`config.mk`:
```
export PLATFORM = sky130hd
export DESIGN_NAME = seq_alu
export DESIGN_NICKNAME = d
export VERILOG_FILES = /design/src/rtl/alu_pkg.sv /design/src/rtl/seq_mul_unit.sv /design/src/rtl/seq_alu.sv
export SDC_FILE = /design/constraint.sdc
export NUM_CORES = 1
export LEC_CHECK = 0
export ABC_AREA = 1
export CORE_UTILIZATION = 45
export DETAILED_ROUTE_END_ITERATION = 8
export MAX_ROUTING_LAYER = met4
export PLACE_DENSITY = 0.66
export SYNTH_ARGS = -nofsm -noshare
export SYNTH_HDL_FRONTEND = slang
export SYNTH_HIERARCHICAL = 1
export SYNTH_SLANG_ARGS = --single-unit
```
`constraint.sdc`:
```
create_clock -name clk -period 3.7 [get_ports clk]
set_input_delay 0.74 -clock clk [delete_from_list [all_inputs] [get_ports clk]]
set_output_delay 0.74 -clock clk [all_outputs]
set_load 0.05 [all_outputs]
```
`src/rtl/alu_pkg.sv`:
```
// Shared types for the sequential ALU: opcodes, flag register layout and FSM states.
package alu_pkg;

   typedef enum logic [3:0] {
      OP_ADD  = 4'd0,
      OP_ADDC = 4'd1,
      OP_SUB  = 4'd2,
      OP_SUBC = 4'd3,
      OP_AND  = 4'd4,
      OP_OR   = 4'd5,
      OP_XOR  = 4'd6,
      OP_NOT  = 4'd7,
      OP_SHL  = 4'd8,
      OP_SHR  = 4'd9,
      OP_MUL  = 4'd10
   } alu_op_e;

   typedef struct packed {
      logic z;
      logic c;
      logic n;
      logic v;
   } alu_flags_t;

   typedef enum logic {
      IDLE    = 1'b0,
      MUL_RUN = 1'b1
   } alu_state_e;

endpackage

```
`src/rtl/seq_mul_unit.sv`:
```
// Iterative shift-add unsigned multiplier, one partial product per cycle.
// done and product are combinational on the final step so the caller can latch on that edge.
module seq_mul_unit #(
   parameter int WIDTH = 8
) (
   input  logic                 clk,
   input  logic                 rst_n,
   input  logic                 start,
   input  logic [WIDTH-1:0]     a,
   input  logic [WIDTH-1:0]     b,
   output logic                 done,
   output logic [2*WIDTH-1:0]   product
);
   localparam int CW = $clog2(WIDTH + 1);

   logic [WIDTH-1:0]   mcand_q;
   logic [2*WIDTH-1:0] prod_q;
   logic [CW-1:0]      cnt_q;
   logic               busy_q;
   logic [WIDTH:0]     partial;
   logic [2*WIDTH-1:0] prod_step;

   // Upper half accumulates; multiplier bits shift out of the lower half.
   always_comb begin
      partial   = {1'b0, prod_q[2*WIDTH-1:WIDTH]} + (prod_q[0] ? {1'b0, mcand_q} : '0);
      prod_step = {partial, prod_q[WIDTH-1:1]};
   end

   assign done    = busy_q && (cnt_q == CW'(1));
   assign product = prod_step;

   always_ff @(posedge clk or negedge rst_n) begin
      if (!rst_n) begin
         mcand_q <= '0;
         prod_q  <= '0;
         cnt_q   <= '0;
         busy_q  <= 1'b0;
      end else if (start) begin
         mcand_q <= a;
         prod_q  <= {{WIDTH{1'b0}}, b};
         cnt_q   <= CW'(WIDTH);
         busy_q  <= 1'b1;
      end else if (busy_q) begin
         prod_q <= prod_step;
         cnt_q  <= cnt_q - CW'(1);
         if (cnt_q == CW'(1))
            busy_q <= 1'b0;
      end
   end

endmodule

```
`src/rtl/seq_alu.sv`:
```
// Registered execute-stage ALU with persistent Z/C/N/V flags and an iterative multiplier.
//  state   | meaning
//  IDLE    | accepting ops; non-MUL results registered on the accept edge
//  MUL_RUN | multiplier stepping, in_ready low, in_valid ignored
module seq_alu
   import alu_pkg::*;
#(
   parameter int WIDTH  = 8,
   parameter bit MUL_EN = 1'b1
) (
   input  logic             clk,
   input  logic             rst_n,
   input  logic             in_valid,
   output logic             in_ready,
   input  logic [3:0]       opcode,
   input  logic [WIDTH-1:0] op_a,
   input  logic [WIDTH-1:0] op_b,
   input  logic             flags_clr,
   output logic             out_valid,
   output logic [WIDTH-1:0] result,
   output logic [WIDTH-1:0] result_hi,
   output logic             flag_z,
   output logic             flag_c,
   output logic             flag_n,
   output logic             flag_v
);
   localparam int W = WIDTH;

   alu_state_e         state_q, state_d;
   alu_flags_t         flags_q;
   logic               accept, is_mul, mul_start, mul_done, mul_fin, alu_fin;
   logic [2*W-1:0]     mul_prod;
   logic [W:0]         wide;
   logic [W-1:0]       alu_r;
   logic               alu_c, alu_v, alu_upd, cin;

   assign in_ready  = rst_n && (state_q == IDLE);
   assign accept    = in_valid && in_ready;
   assign is_mul    = MUL_EN && (opcode == OP_MUL);
   assign mul_start = accept && is_mul;
   assign mul_fin   = (state_q == MUL_RUN) && mul_done;
   assign alu_fin   = accept && !is_mul;
   // flags_q already holds the previous op's carry, so ADD->ADDC chains need no bubble.
   assign cin       = flags_q.c;

   seq_mul_unit #(.WIDTH(W)) u_mul (
      .clk     (clk),
      .rst_n   (rst_n),
      .start   (mul_start),
      .a       (op_a),
      .b       (op_b),
      .done    (mul_done),
      .product (mul_prod)
   );

   always_comb begin
      wide    = '0;
      alu_r   = '0;
      alu_c   = flags_q.c;
      alu_v   = flags_q.v;
      alu_upd = 1'b1;
      case (opcode)
         OP_ADD, OP_ADDC: begin
            wide  = {1'b0, op_a} + {1'b0, op_b} + {{W{1'b0}}, (opcode == OP_ADDC) & cin};
            alu_r = wide[W-1:0];
            alu_c = wide[W];
            alu_v = (op_a[W-1] == op_b[W-1]) && (alu_r[W-1] != op_a[W-1]);
         end
         OP_SUB, OP_SUBC: begin
            wide  = {1'b0, op_a} - {1'b0, op_b} - {{W{1'b0}}, (opcode == OP_SUBC) & cin};
            alu_r = wide[W-1:0];
            alu_c = wide[W];
            alu_v = (op_a[W-1] != op_b[W-1]) && (alu_r[W-1] != op_a[W-1]);
         end
         OP_AND: alu_r = op_a & op_b;
         OP_OR:  alu_r = op_a | op_b;
         OP_XOR: alu_r = op_a ^ op_b;
         OP_NOT: alu_r = ~op_a;
         OP_SHL: begin
            alu_r = {op_a[W-2:0], 1'b0};
            alu_c = op_a[W-1];
         end
         OP_SHR: begin
            alu_r = {1'b0, op_a[W-1:1]};
            alu_c = op_a[0];
         end
         default: alu_upd = 1'b0;
      endcase
   end

   always_comb begin
      state_d = state_q;
      case (state_q)
         IDLE:    if (mul_start) state_d = MUL_RUN;
         MUL_RUN: if (mul_done)  state_d = IDLE;
         default: state_d = IDLE;
      endcase
   end

   always_ff @(posedge clk or negedge rst_n) begin
      if (!rst_n) begin
         state_q   <= IDLE;
         out_valid <= 1'b0;
         result    <= '0;
         result_hi <= '0;
         flags_q   <= '0;
      end else begin
         state_q   <= state_d;
         out_valid <= 1'b0;
         if (mul_fin) begin
            out_valid <= 1'b1;
            result    <= mul_prod[W-1:0];
            result_hi <= mul_prod[2*W-1:W];
            flags_q   <= alu_flags_t'{z: (mul_prod == '0), c: (mul_prod[2*W-1:W] != '0),
                                      n: mul_prod[W-1],  v: (mul_prod[2*W-1:W] != '0)};
         end else if (alu_fin) begin
            out_valid <= 1'b1;
            result    <= alu_r;
            result_hi <= '0;
            if (alu_upd)
               flags_q <= alu_flags_t'{z: (alu_r == '0), c: alu_c, n: alu_r[W-1], v: alu_v};
         end else if (flags_clr) begin
            flags_q <= '0;
         end
      end
   end

   assign flag_z = flags_q.z;
   assign flag_c = flags_q.c;
   assign flag_n = flags_q.n;
   assign flag_v = flags_q.v;

endmodule

```
==> results.py, run 1 <==
metrics = {
    "power": {
        "p_seq_share_pct": 45.1,
        "leakagePower_nw": 2.72,
        "peakVddDrop_uv": 161,
        "powerDensity_mw_per_mm2": 278,
        "pwr-share-clk_pct": 23.1,
        "sw_frac_of_total_pct": 36.1,
        "p_sw_mw": 0.509,
        "power_frac_comb_pct": 31.8,
        "p_int_mw": 0.901,
    },
    "sta": {
        "tns_ns": 0,
        "fin_crit_sh_pct": 93.2,
        "maxSlewViolCount": 0,
        "fmaxAchievable_ghz": 0.290,
        "hold_viol_final": 0,
        "finalSetupViolCount": 0,
        "worst_pin_slew_ns": 0.667,
        "period_needed_ns": 3.45,
        "skew_ns": 0.00913,
        "rsz0062_at_grt": "false",
        "slew_headroom_pct": 55.6,
    },
    "logic_synthesis": {
        "synth_edf_count": 0,
        "synth_area_leaders": "dfrtp_1 29%, nand2_1 19%, ha_1 11%",
        "synth_top_cell_by_area": "dfrtp_1",
        "synth_most_common_cell": "nand2_1",
        "synth_seq_area_share_pct": 29.1,
        "syn_avg_cell_area_um2": 6.94,
        "synth-main-ff-cell": "dfrtp_1",
        "yosys_warnings": 6,
        "async_flop_share_pct": 100,
        "syn-num-nets": 700,
        "synth_cell_types": 46,
        "ys_seq_elements": 51,
        "synthesis.area_mm2": 0.00438,
        "synth_top_area_share_pct": 29.1,
        "synthCells": 631,
        "yosys-top-cells-count": "216 x nand2_1, 88 x inv_1, 51 x dfrtp_1",
    },
    "min_path": {
        "min_to": "flag_n",
        "worstHoldStart": "flag_n",
        "min_delay_path_depth": 2,
        "hp-class": "reg -> reg",
    },
    "setup_path": {
        "r2r_cells": 13,
        "worstPathCellList": "clkdlybuf4s50_1, nand2_1, inv_1, nand3_1, fa_1, inv_1, ha_1, o21ai_0, nand2_1, nand2_1, nand4_1, nand3_1, nand2_1, nor2_1, nand3_1, a21oi_2",
        "arrival_ns": 3.69,
        "r2r_end": "flag_z",
        "criticalPathCategory": "in -> reg",
        "end_kind": "flop",
        "cp_data_required_time_ns": 3.94,
        "critPathLaunchType": "input pin",
        "cp_max_fo": 5,
        "cpMostUsedCell": "nand2_1",
        "r2r-start": "flag_c",
        "ff2ff_setup_slack_ns": 1.02,
        "critPathSlowestCell": "clkdlybuf4s50_1",
        "slowest_delay_ns": 0.59,
    },
    "final_layout": {
        "final_nets": 750,
        "drive_above_1_share_pct": 8.21,
        "final_util_pct": 54.4,
        "insertedDiodeCount": 0,
        "final_area_mm2": 0.00508,
        "area_delta_synth_final_pct": 15.8,
        "stdcell_count": 811,
    },
    "grt": {
        "overflow": 0,
        "grt_first_pass_wirelength_mm": 20.4,
        "antenna_found_initial": 0,
        "grt_usage_pct": 27.0,
        "grt_pass1_vias": 3973,
        "grt_max_degree": 52,
    },
    "placement": {
        "dp_hpwl_mm": 10.1,
        "postPlaceCellArea_mm2": 0.00499,
        "place_inst": 803,
        "place_congestion": 0.944,
        "port-buffer-count": 45,
    },
    "cts": {
        "clkLatencyLatePin_ns": 0.31,
        "cts_max_level": 2,
        "cts_root_buffer": "clkbuf_8",
        "cts_tree": "built",
        "ctsResizeCount": 0,
        "clk_pin_slew_ns": 0.09,
        "cts_setup_buffers": 0,
        "ctsHoldBuffers": 0,
        "cts_buffer_depth": 2,
        "cts.sinks": 51,
        "cts_buffers": 5,
    },
    "route": {
        "ant_nets": 0,
        "drtIter0Drc": 239,
        "dr_total_vias": 4210,
        "avgViaCountPerCell": 5.19,
        "wl_per_cell_um": 15.5,
        "wl_mm": 12.5,
        "drc_errors": 0,
        "first_pass_iters": 5,
    },
    "floorplan": {
        "io_pins": 46,
        "initial_core_util_pct": 47.0,
        "die_y_um": 101,
        "core-area_mm2": 0.00933,
        "die_w_um": 101,
        "dieArea_mm2": 0.0101,
        "row_count": 35,
    },
    "outcome": {
        "outcome": "completed",
    },
    "flow_run": {
        "drv_cap": 0,
    },
}
-- per-layer routing --
| metal | global-route usage, % | wire length (µm) | vias up |
|---|---|---|---|
| li1 | - | - | 2102 |
| met1 | 37.3 | 6180 | 1978 |
| met2 | 43.6 | 5660 | 121 |
| met3 | 2.50 | 551 | 9 |
| met4 | 5.24 | 145 | 0 |
| met5 | - | 0 | - |
-- kinds of logic (layout without fill, tap and decap cells) --
group | Yosys count | after routing | share of synthesized area (%)
AOI/OAI and AO/OA | 75 | 75 | 11.5
xor gates and xnor gates | 4 | 4 | 0.800
adders and majority gates | 45 | 45 | 13.7
buffers and inverters | 113 | 164 | 10.9
DFF | 51 | 51 | 29.1
and+or+nand+nor | 343 | 343 | 34.0
-- critical path: cells and delay by family --
kind	cells	cell delay, ns
adder cells (fa/ha/maj)	2	0.72
buffers and inverters	3	0.78
AO/OA/AOI/OAI	2	0.29
AND/OR/NAND/NOR	9	1.15
-- state kept, by name, summed over array words and instances, names as in the netlist, 4 cells and up --
name / cells
u_mul/mcand_q: 8
u_mul/prod_q: 16
result: 8
u_mul/cnt_q: 4
result_hi: 8
-- worst max-delay path by stage --
stage	start	end	slack [ns]	depth (start not counted)
after floorplan	opcode[0]	flag_z	0.96	15
after global placement	opcode[1]	flag_z	0.05	16
after detailed placement	opcode[1]	flag_z	0.03	16
after CTS	opcode[1]	flag_z	0.33	16
after global routing	opcode[1]	flag_z	0.05	16
final	opcode[1]	flag_z	0.25	16
-- stage by stage --
step | power, mW | hold slack [ns] | worst slack (ns)
final | 1.41 | 0.488 | 0.251
after detailed placement | 1.09 | 0.463 | 0.0274
after global placement | 1.08 | 0.457 | 0.0499
after global routing | 1.49 | 0.510 | 0.0496
after floorplan | 0.953 | 0.442 | 0.962
after CTS | 1.41 | 0.487 | 0.334
-- layout by cell type, fill, tap and decap left out, types with 2 or more instances in the layout --
cell type        count
nand2_1            216
inv_1               88
dfrtp_1             51
nor2_1              45
clkdlybuf4s50_1     44
nand3_1             43
ha_1                40
a21oi_1             23
o21ai_0             20
buf_4               15
nand3b_1             8
o22ai_1              7
inv_2                6
nand4_1              6
o211ai_1             5
fa_1                 5
clkbuf_8             5
nand2_2              5
nor3_1               4
o221ai_2             4
and2_1               3
nor2_2               2
nor2_8               2
nor2_4               2
or2_4                2
o21ai_1              2
xnor2_1              2
nor4_1               2
a31oi_1              2
xor2_1               2
a22o_1               2
o211ai_2             2
-- final cells by class --
type | count | area (µm²)
inverter | 96 | 365
clock buffer | 6 | 72.6
sequential | 51 | 1280
fill | 952 | 4250
timing repair buffer | 60 | 558
tap | 129 | 161
multi-input combinational | 467 | 2630
clock inverter | 2 | 12.5
-- power by group through the flow --
stage	Sequential, mW	Clock (mW)	Combinational [mW]
2_1_floorplan	0.659	0	0.294
3_3_place_gp	0.645	0	0.437
3_5_place_dp	0.646	0	0.441
4_1_cts	0.635	0.334	0.444
5_1_grt	0.642	0.350	0.497
6_report	0.636	0.326	0.449
(Power assumes the default switching activity.)
==> run 2, diff against run 1 <==
- CORE_UTILIZATION: 45 -> 40
- GPL_TIMING_DRIVEN: unset -> 0
- PLACE_DENSITY: 0.66 -> 0.6
- clock period: 3.7 -> 3.4 ns (I/O delays scaled with it)
==> run 2 against run 1 <==
  * Global-route usage down 4.5 points
  * Sequential share of layout area down 0.32 points
  * Sequential power is 6.4% higher
  * Worst hold slack got worse by 0.17 ns
  * Combinational power up 15%
  * Clock skew fell by 0.0072 ns
  * Non-clock buffer count grew 3
  * Setup slack gained 0.023 ns
  * Die area rose by 12%
  * Final area grew 1.3%
  * Critical path type unchanged
  * Largest cell class unchanged
  * Cell count rose by 1.1%
  * Critical path depth is the same
  * Largest power group unchanged
==> results.py, run 2 (synthesized netlist as in run 1, its figures left out) <==
metrics = {
    "outcome": {
        "outcome": "completed",
    },
    "sta": {
        "slew_headroom_pct": 52.8,
        "tns_ns": 0,
        "skew_ns": 0.00191,
        "fin_crit_sh_pct": 91.9,
        "fmaxAchievable_ghz": 0.320,
        "period_needed_ns": 3.13,
        "hold_viol_final": 0,
        "rsz0062_at_grt": "false",
        "hold_slack_ns": 0.319,
        "finalSetupViolCount": 0,
        "worst_pin_slew_ns": 0.705,
        "maxSlewViolCount": 0,
    },
    "grt": {
        "grt_max_degree": 33,
        "grt_usage_pct": 22.5,
        "antenna_found_initial": 0,
        "grt_first_pass_wirelength_mm": 19.4,
        "grt_pass1_vias": 3875,
        "overflow": 0,
    },
    "floorplan": {
        "die_w_um": 107,
        "core-area_mm2": 0.0105,
        "initial_core_util_pct": 41.9,
        "io_pins": 46,
        "row_count": 37,
        "dieArea_mm2": 0.0114,
        "die_y_um": 107,
    },
    "cts": {
        "cts_tree": "built",
        "clkLatencyLatePin_ns": 0.31,
        "cts_buffer_depth": 2,
        "clk_pin_slew_ns": 0.09,
        "cts.sinks": 51,
        "cts_root_buffer": "clkbuf_8",
        "cts_buffers": 5,
        "cts_max_level": 2,
    },
    "setup_path": {
        "criticalPathCategory": "in -> reg",
        "worstPathCellList": "clkdlybuf4s15_1, nand2_1, inv_1, nand3_1, fa_1, inv_1, ha_1, o21ai_0, nand2_1, nand2_1, nand4_1, nand3_1, nand2_1, nor2_1, nand3_1, a21oi_2",
        "cp_data_required_time_ns": 3.65,
        "worstSetupStartpoint": "opcode[1]",
        "cpMostUsedCell": "nand2_1",
        "r2r-start": "flag_c",
        "end_kind": "flop",
        "slowest_delay_ns": 0.54,
        "cp_max_fo": 7,
        "critPathLaunchType": "input pin",
        "critPathSlowestCell": "fa_1",
        "arrival_ns": 3.37,
    },
    "power": {
        "leakagePower_nw": 2.76,
        "sw_frac_of_total_pct": 33.7,
        "peakVddDrop_uv": 229,
        "powerDensity_mw_per_mm2": 314,
        "p_seq_share_pct": 42.0,
        "p_int_mw": 1.07,
        "p_sw_mw": 0.544,
        "pwr-share-clk_pct": 26.0,
        "power_frac_comb_pct": 32.1,
    },
    "final_layout": {
        "largest_reg_flops": 16,
        "insertedDiodeCount": 0,
        "area_delta_synth_final_pct": 17.3,
        "drive_above_1_share_pct": 8.63,
        "top_register": "u_mul/prod_q",
        "stdcell_count": 820,
        "final_area_mm2": 0.00514,
        "mostFrequentLayoutCells": "216 x nand2_1, 88 x inv_1, 51 x dfrtp_1",
        "final_nets": 753,
        "final_common_cell": "nand2_1",
    },
    "route": {
        "avgViaCountPerCell": 4.95,
        "wl_mm": 11.6,
        "dr_total_vias": 4061,
        "drtIter0Drc": 276,
        "ant_nets": 0,
        "first_pass_iters": 5,
        "wl_per_cell_um": 14.2,
        "drc_errors": 0,
    },
    "placement": {
        "port-buffer-count": 45,
        "dp_hpwl_mm": 9.55,
        "place_inst": 813,
        "place_congestion": 0.915,
        "postPlaceCellArea_mm2": 0.00502,
    },
    "flow_run": {
        "drv_cap": 0,
    },
    "min_path": {
        "hp-class": "in -> async",
    },
}
-- run 2: cell count changes in the layout (fill, tap and decap cells not counted), sizes merged --
cell           delta
bufinv            +1
clkbuf            +3
clkdlybuf4s15     +1
clkdlybuf4s50     -5
clkinv            -1
dlymetal6s2s      +3
-- run 2: final timing paths --
check / slack (ns) / endpoint / cells after the start
min in group clk: 0.48 / u_mul/mcand_q[4] / 2
hold / removal: 0.32 / u_mul/prod_q[12] / 1
max in group asynchronous: 2.55 / u_mul/prod_q[1] / 2
setup reg to reg: 0.74 / flag_z / 13
hold reg to reg: 0.48 / u_mul/mcand_q[4] / 2
setup / recovery: 0.27 / flag_z / 16
-- run 2: timing repair --
action	4_1_cts	5_1_grt
gates resized for setup	3	9
endpoints found under the setup margin	3	6
setup buffers	0	0
gates cloned	0	0
hold buffers	0	0
-- run 2: power by group through the flow --
stage | logic, mW | clock network [mW] | registers [mW]
floorplan | 0.320 | 0 | 0.718
finish | 0.517 | 0.419 | 0.677
detailed placement | 0.514 | 0 | 0.689
global placement | 0.507 | 0 | 0.689
global route | 0.580 | 0.458 | 0.681
CTS | 0.516 | 0.435 | 0.677
-- run 2: cell type report --
class	count	area, µm²
multi-input combinational	467	2650
fill	1109	5320
inverter	96	365
timing repair buffer	46	468
sequential	51	1280
clock buffer	5	68.8
buffer	17	110
clock inverter	2	37.5
tap	136	170
-- run 2: worst max-delay path, delay by kind of cell --
| kind | cells | cell delay (ns) |
|---|---|---|
| buf+inv | 3 | 0.52 |
| compound gates | 2 | 0.29 |
| fa+ha+maj | 2 | 0.70 |
| simple gates | 9 | 1.17 |
-- run 2: stage by stage --
stage	worst slack, ns	total power, mW	utilization [%]
floorplan	0.722	1.04	-
global placement	-1.24	1.20	47.8
detailed placement	-0.483	1.20	48.0
CTS	0.0349	1.63	49.0
global route	0.0162	1.72	49.1
finish	0.274	1.61	49.1
-- run 2: per-layer routing --
metal | global-route usage (%) | up-vias | routed length, µm | share of wire [%]
met5 | - | - | 0 | 0
met4 | 7.93 | 0 | 289 | 2.5
met3 | 2.25 | 17 | 480 | 4.1
met2 | 35.9 | 92 | 5370 | 46
met1 | 29.8 | 1848 | 5500 | 47
li1 | - | 2104 | - | -
==> run 3, diff against run 2 <==
- HOLD_SLACK_MARGIN: unset -> 0.15
==> results of run 3 <==
Same layout as run 2: the final DEF is identical, and so are final timing and power.
